**config.mk**
```make
export PLATFORM = sky130hd
export DESIGN_NAME = regwb_arbiter_flat
export DESIGN_NICKNAME = d
export VERILOG_FILES = /design/src/rtl/regwb_pkg.sv /design/src/rtl/regwb_arbiter_if.sv /design/src/rtl/regwb_scoreboard.sv /design/src/rtl/regwb_arbiter.sv /design/src/flat_wrapper.sv
export SDC_FILE = /design/constraint.sdc
export NUM_CORES = 1
export LEC_CHECK = 0
export CORE_MARGIN = 10
export CORE_UTILIZATION = 28
export DETAILED_ROUTE_END_ITERATION = 7
export PLACE_DENSITY = 0.67
export SLEW_MARGIN = 0
export SYNTH_ARGS = -nofsm -noshare
export SYNTH_HDL_FRONTEND = slang
export SYNTH_HIERARCHICAL = 1
export SYNTH_SLANG_ARGS = --single-unit
```
**constraint.sdc**
```tcl
create_clock -name clk -period 2 [get_ports clk]
set_input_delay 0.3 -clock clk [delete_from_list [all_inputs] [get_ports clk]]
set_output_delay 0.3 -clock clk [all_outputs]
set_load 0.02 [all_outputs]
```
**src/rtl/regwb_pkg.sv**
```systemverilog
// Shared definitions for the register writeback arbiter slice.
// Contents:
//   DW, AW, NREG  - default register data width, address width and register count
//   req_e         - writeback requester identity, also used as the round-robin pointer
package regwb_pkg;

  localparam int DW   = 32;
  localparam int AW   = 5;
  localparam int NREG = 2 ** AW;

  typedef enum logic {
    REQ_ALU = 1'b0,
    REQ_MEM = 1'b1
  } req_e;

endpackage

```
**src/rtl/regwb_arbiter_if.sv**
```systemverilog
// Writeback request bundle carrying the ALU and load-unit handshakes.
// Ports (per requester):
//   *_valid  requester -> arbiter  result available
//   *_ready  arbiter -> requester  result accepted this cycle
//   *_dst    requester -> arbiter  destination register
//   *_data   requester -> arbiter  result value
// Modports: master = the execution units, slave = the arbiter.
interface regwb_arbiter_if
  import regwb_pkg::*;
#(
  parameter int DW = regwb_pkg::DW,
  parameter int AW = regwb_pkg::AW
) ();

  logic          alu_valid;
  logic          alu_ready;
  logic [AW-1:0] alu_dst;
  logic [DW-1:0] alu_data;

  logic          mem_valid;
  logic          mem_ready;
  logic [AW-1:0] mem_dst;
  logic [DW-1:0] mem_data;

  modport master (
    output alu_valid, alu_dst, alu_data,
    input  alu_ready,
    output mem_valid, mem_dst, mem_data,
    input  mem_ready
  );

  modport slave (
    input  alu_valid, alu_dst, alu_data,
    output alu_ready,
    input  mem_valid, mem_dst, mem_data,
    output mem_ready
  );

endinterface

```
**src/rtl/regwb_scoreboard.sv**
```systemverilog
// Pending-register bitmap with issue-stall detection.
// Ports:
//   clk, rst              clock, asynchronous active-low reset
//   iss_valid, iss_dst    issue marks iss_dst pending
//   wr_en, wr_dst         register-file commit clears wr_dst
//   regsrc1, regsrc2      sources of the instruction at issue
//   busy                  per-register pending bitmap (bit 0 always 0)
//   stall                 issue must hold
module regwb_scoreboard
  import regwb_pkg::*;
#(
  parameter int AW = regwb_pkg::AW
) (
  input  logic              clk,
  input  logic              rst,
  input  logic              iss_valid,
  input  logic [AW-1:0]     iss_dst,
  input  logic              wr_en,
  input  logic [AW-1:0]     wr_dst,
  input  logic [AW-1:0]     regsrc1,
  input  logic [AW-1:0]     regsrc2,
  output logic [2**AW-1:0]  busy,
  output logic              stall
);

  localparam int NR = 2 ** AW;

  logic [NR-1:0] busy_q;
  logic [NR-1:0] set_vec;
  logic [NR-1:0] clr_vec;
  logic [NR-1:0] busy_nxt;

  // Set is applied after clear so a same-edge issue and commit leaves the
  // register pending; register 0 is hard-wired to never be pending.
  always_comb begin
    set_vec = '0;
    clr_vec = '0;
    if (iss_valid) set_vec[iss_dst] = 1'b1;
    if (wr_en)     clr_vec[wr_dst]  = 1'b1;
    busy_nxt    = (busy_q & ~clr_vec) | set_vec;
    busy_nxt[0] = 1'b0;
  end

  always_ff @(posedge clk or negedge rst) begin
    if (!rst) busy_q <= '0;
    else      busy_q <= busy_nxt;
  end

  assign busy  = busy_q;
  assign stall = busy_q[regsrc1] | busy_q[regsrc2] | (iss_valid & busy_q[iss_dst]);

endmodule

```
**src/rtl/regwb_arbiter.sv**
```systemverilog
// Two-requester register writeback arbiter with one-cycle write port and
// pending-register scoreboard.
// Ports:
//   clk, rst                  clock, asynchronous active-low reset
//   wb                        ALU / load writeback handshakes (slave side)
//   iss_valid, iss_dst        issue marks a destination pending
//   regsrc1, regsrc2          sources of the instruction at issue
//   rf_wen, rf_dst, rf_data   register-file write port, registered
//   busy                      per-register pending bitmap
//   stall                     issue must hold
module regwb_arbiter
  import regwb_pkg::*;
#(
  parameter int DW = regwb_pkg::DW,
  parameter int AW = regwb_pkg::AW
) (
  input  logic              clk,
  input  logic              rst,
  regwb_arbiter_if.slave    wb,
  input  logic              iss_valid,
  input  logic [AW-1:0]     iss_dst,
  input  logic [AW-1:0]     regsrc1,
  input  logic [AW-1:0]     regsrc2,
  output logic              rf_wen,
  output logic [AW-1:0]     rf_dst,
  output logic [DW-1:0]     rf_data,
  output logic [2**AW-1:0]  busy,
  output logic              stall
);

  req_e          rr_ptr_q;   // requester that wins the next contention
  logic          grant_alu;
  logic          xfer_p0;
  logic          contend_p0;
  logic [AW-1:0] dst_p0;
  logic [DW-1:0] data_p0;

  logic          vld_p1;
  logic [AW-1:0] dst_p1;
  logic [DW-1:0] data_p1;

  // ---- stage p0: combinational arbitration ----
  always_comb begin
    contend_p0 = wb.alu_valid & wb.mem_valid;
    grant_alu  = wb.alu_valid & (~wb.mem_valid | (rr_ptr_q == REQ_ALU));
    xfer_p0    = wb.alu_valid | wb.mem_valid;
    dst_p0     = grant_alu ? wb.alu_dst  : wb.mem_dst;
    data_p0    = grant_alu ? wb.alu_data : wb.mem_data;
  end

  assign wb.alu_ready = grant_alu;
  assign wb.mem_ready = wb.mem_valid & ~grant_alu;

  // ---- stage p1: registered write port ----
  // Writes to register 0 are accepted but dropped; the port then keeps its
  // previous dst/data so a disabled cycle never shows a stale zero target.
  always_ff @(posedge clk or negedge rst) begin
    if (!rst) begin
      rr_ptr_q <= REQ_ALU;
      vld_p1   <= 1'b0;
      dst_p1   <= '0;
      data_p1  <= '0;
    end else begin
      if (contend_p0) rr_ptr_q <= grant_alu ? REQ_MEM : REQ_ALU;
      vld_p1 <= xfer_p0 && (dst_p0 != '0);
      if (xfer_p0 && (dst_p0 != '0)) begin
        dst_p1  <= dst_p0;
        data_p1 <= data_p0;
      end
    end
  end

  assign rf_wen  = vld_p1;
  assign rf_dst  = dst_p1;
  assign rf_data = data_p1;

  regwb_scoreboard #(.AW(AW)) u_sb (
    .clk      (clk),
    .rst      (rst),
    .iss_valid(iss_valid),
    .iss_dst  (iss_dst),
    .wr_en    (vld_p1),
    .wr_dst   (dst_p1),
    .regsrc1  (regsrc1),
    .regsrc2  (regsrc2),
    .busy     (busy),
    .stall    (stall)
  );

endmodule

```
**src/flat_wrapper.sv**
```systemverilog
// flat-port wrapper written by rule: the top's interface ports become plain ports
module regwb_arbiter_flat import regwb_pkg::*;
#(
  parameter int DW = regwb_pkg::DW,
  parameter int AW = regwb_pkg::AW
)
  (clk, rst, iss_valid, iss_dst, regsrc1, regsrc2, rf_wen, rf_dst, rf_data, busy, stall, wb_alu_valid, wb_alu_dst, wb_alu_data, wb_alu_ready, wb_mem_valid, wb_mem_dst, wb_mem_data, wb_mem_ready);
  regwb_arbiter_if #(.DW(DW), .AW(AW)) wb_i ();
  input  logic clk;
  input  logic rst;
  input  logic iss_valid;
  input  logic [AW-1:0] iss_dst;
  input  logic [AW-1:0] regsrc1;
  input  logic [AW-1:0] regsrc2;
  output logic rf_wen;
  output logic [AW-1:0] rf_dst;
  output logic [DW-1:0] rf_data;
  output logic [2**AW-1:0] busy;
  output logic stall;
  input wire logic [$bits(wb_i.alu_valid)-1:0] wb_alu_valid;
  input wire logic [$bits(wb_i.alu_dst)-1:0] wb_alu_dst;
  input wire logic [$bits(wb_i.alu_data)-1:0] wb_alu_data;
  output wire logic [$bits(wb_i.alu_ready)-1:0] wb_alu_ready;
  input wire logic [$bits(wb_i.mem_valid)-1:0] wb_mem_valid;
  input wire logic [$bits(wb_i.mem_dst)-1:0] wb_mem_dst;
  input wire logic [$bits(wb_i.mem_data)-1:0] wb_mem_data;
  output wire logic [$bits(wb_i.mem_ready)-1:0] wb_mem_ready;
  assign wb_i.alu_valid = wb_alu_valid;
  assign wb_i.alu_dst = wb_alu_dst;
  assign wb_i.alu_data = wb_alu_data;
  assign wb_alu_ready = wb_i.alu_ready;
  assign wb_i.mem_valid = wb_mem_valid;
  assign wb_i.mem_dst = wb_mem_dst;
  assign wb_i.mem_data = wb_mem_data;
  assign wb_mem_ready = wb_i.mem_ready;
  regwb_arbiter #(.DW(DW), .AW(AW)) u_core (.clk(clk), .rst(rst), .wb(wb_i), .iss_valid(iss_valid), .iss_dst(iss_dst), .regsrc1(regsrc1), .regsrc2(regsrc2), .rf_wen(rf_wen), .rf_dst(rf_dst), .rf_data(rf_data), .busy(busy), .stall(stall));
endmodule
```
==> impl_results.md <==
* Worst Slack Setup Final at -0.5599 ns
* Cell taking the most area after synthesis: dfrtp_1
* Non-Filler Instances at 855
* Tightest Hold Check Type: input port to asynchronous set/reset pin
* Ports at 167
* Final Core Density at 0.4815
* Maxcap violations at 0
* Status: finished with violations
* CTS Buf Count at 9
* TritonCTS clock tree: built
* Leak at 3.035 nW
* CP endpoint kind: primary output
* Worst-Skew Late Latency at 0.32 ns
* Drt drc at 0
* # hold bufs at CTS at 0
* IO Port Bufs at 165
* Area after DPL at 0.006605 mm^2
* Path type of the worst setup path: input port to primary output
* Vias at 4422
* RSZ-0062 raised after global routing: true
* Share of cells above drive strength 1 at 0.2370
* Reg-to-Reg Start: u_core/rr_ptr_q
* VDD IR max at 0.5614 mV
* Core Footprint at 0.01453 mm^2
* Commonest non-fill, non-tap cell in the layout: clkdlybuf4s50_1
* Violated checks: setup timing
* CP max FO at 5
* Final Power at 8.464 mW
* CP arrival at 2.26 ns
* Syn_nets at 509
* Initial antenna violation count at 0
* Clk slew on worst S/H paths at 0.06 ns
* M1 GR Usage at 0.1956
* Final worst path period need at 2.560 ns
* First DRT Iteration DRCs at 332
* Placement Setup Slack at -1.157 ns
* Final slew viol count at 0
* CTS Root Cell: clkbuf_16
* Grt met3 use at 0.07009
* Worst path required time at 1.70 ns
* Final nets at 760
* Ys async rst share at 1.000
* EDFF count, synth at 0
* Hold WS at 0.0008447 ns
* DIE AREA at 0.02016 mm^2
* Routed WL at 16260 um
* Vias in the first global route at 4811
* Mean Syn Cell Area at 10.04 um^2
* Via-to-Cell Ratio at 5.172
* Post-synthesis sequential area ratio at 0.4204
* First-pass detailed-route iteration total at 5
* RePlAce Congestion at 0.9456
* Antenna viol nets, final at 0
* Synth warnings at 6
* Synth unique cells at 52
* Worst Setup EP: stall
* Syn-to-layout area delta at 67.96%
* Die H at 142.0 um
* Reg-to-reg slack, setup at 0.17 ns
* Filler cell count at 1329
* Commonest non-fill, non-tap cells in the layout: 152 x clkdlybuf4s50_1, 104 x nand2_1, 92 x buf_4
* Largest net degree at the start of global routing at 71
* # diodes at 0
* Row Count at 44
* Post-Syn Area at 0.004166 mm^2
* First-pass GRT wire length at 25860 um
* Final setup violation count at 1
* Fin crit share at 1.280
* Worst Setup SP: iss_dst[4]
* Final Hold Viols at 0
* Met2 Resource Use GR at 0.2444
* Clock buffer depth at 2
* Sum of negative setup slack at -0.5599 ns
* Gr ovfl total at 0
* Gr usage total at 0.1605
* Die width at 142.0 um
* WL/cell at 19.02 um
* Ys flop type: dfrtp_1
* Worst reg2reg path depth at 6
* Dpl hpwl at 12740 um
* Htree depth at 3
* Largest cells by area after synthesis: dfrtp_1 42%, nand2_1 9.4%, o21ai_0 7.9%
* Inst Count DP at 831
* Worst r2r dst: u_core/rf_data[24]
* Post-synthesis cell count at 415
* Startpoint types: input port
* Clk sink count at 70
* Pwr dens at 1210 mW/mm^2
* Fmax achieved at 390.6 MHz
* Post-synth top area share at 0.4204
* Initial cell density of the core at 0.2867
* Fin area at 0.006998 mm^2
* Top Usage Layer GRT: met2
* Worst Skew at 0.006469 ns
* Synthesized flop and latch total at 70
==> synthesized netlist by cell type, types with 4 or more instances <==
library cell,number
mux2i_1,19
mux2_2,6
mux4_2,11
nand3b_1,10
dfrtp_1,70
nand2_1,104
o21ai_0,66
buf_6,6
o22ai_1,4
nor2_1,6
nor3_1,7
nand3_1,6
inv_1,4
clkbuf_1,9
mux2_1,28
or3b_2,4
mux4_1,4
==> worst max-delay path: stages <==
cell	delay [ns]
clkdlybuf4s50_1	0.50
buf_4	0.19
nand3b_1	0.15
o22ai_1	0.12
nor3_1	0.22
o2111ai_2	0.18
a2111o_1	0.45
buf_6	0.14
==> sequential cells by signal, indices dropped and copies added, names as in the netlist <==
register / flops
u_core/rr_ptr_q: 1
u_core/u_sb/busy: 31
u_core/rf_dst: 5
u_core/rf_data: 32
u_core/rf_wen: 1
==> report_power, final <==
part | leakage, nW | total (mW) | switching (mW) | internal, mW
Clock | 0.162 | 1.76 | 0.601 | 1.16
Sequential | 0.810 | 2.45 | 0.528 | 1.93
Combinational | 2.06 | 4.25 | 1.97 | 2.28
==> layer usage <==
layer  up-vias  wire [um]
met5         -          0
met4         0        296
met3        27       2000
met2       283       7231
met1      2098       6730
li1       2014          -
==> kinds of logic after synthesis <==
group / share of synthesized area
and+or+nand+nor: 0.1853
AOI/OAI and AO/OA: 0.1195
muxes: 0.2351
DFF: 0.4204
buffers and inverters: 0.03663
xor gates and xnor gates: 0.002102
other: 0.0009000
==> layout make-up <==
type                            count  area, um^2  share of cell area
Clock inverter                      5       81.33             0.01162
Clock buffer                       11       252.7             0.03612
Multi-Input combinational cell    319        2268              0.3242
Timing Repair Buffer              261        2384              0.3406
Tap cell                          184       230.2             0.03290
Inverter                            5       18.77            0.002682
Sequential cell                    70        1763              0.2519
==> worst min-delay path by stage <==
| stage | start | endpoint |
|---|---|---|
| 3_3_place_gp | rst | u_core/rf_data[18] |
| 4_1_cts | rst | u_core/rr_ptr_q |
| 6_report | rst | u_core/rf_data[18] |
| 2_1_floorplan | rst | u_core/rf_data[0] |
| 5_1_grt | rst | u_core/rf_data[20] |
| 3_5_place_dp | rst | u_core/rr_ptr_q |
==> repair_timing <==
action	4_1_cts	5_1_grt
setup endpoints to repair	3	3
resized for setup	17	8
setup buffers	7	1
pin swaps	3	5
(Power assumes the default switching activity.)
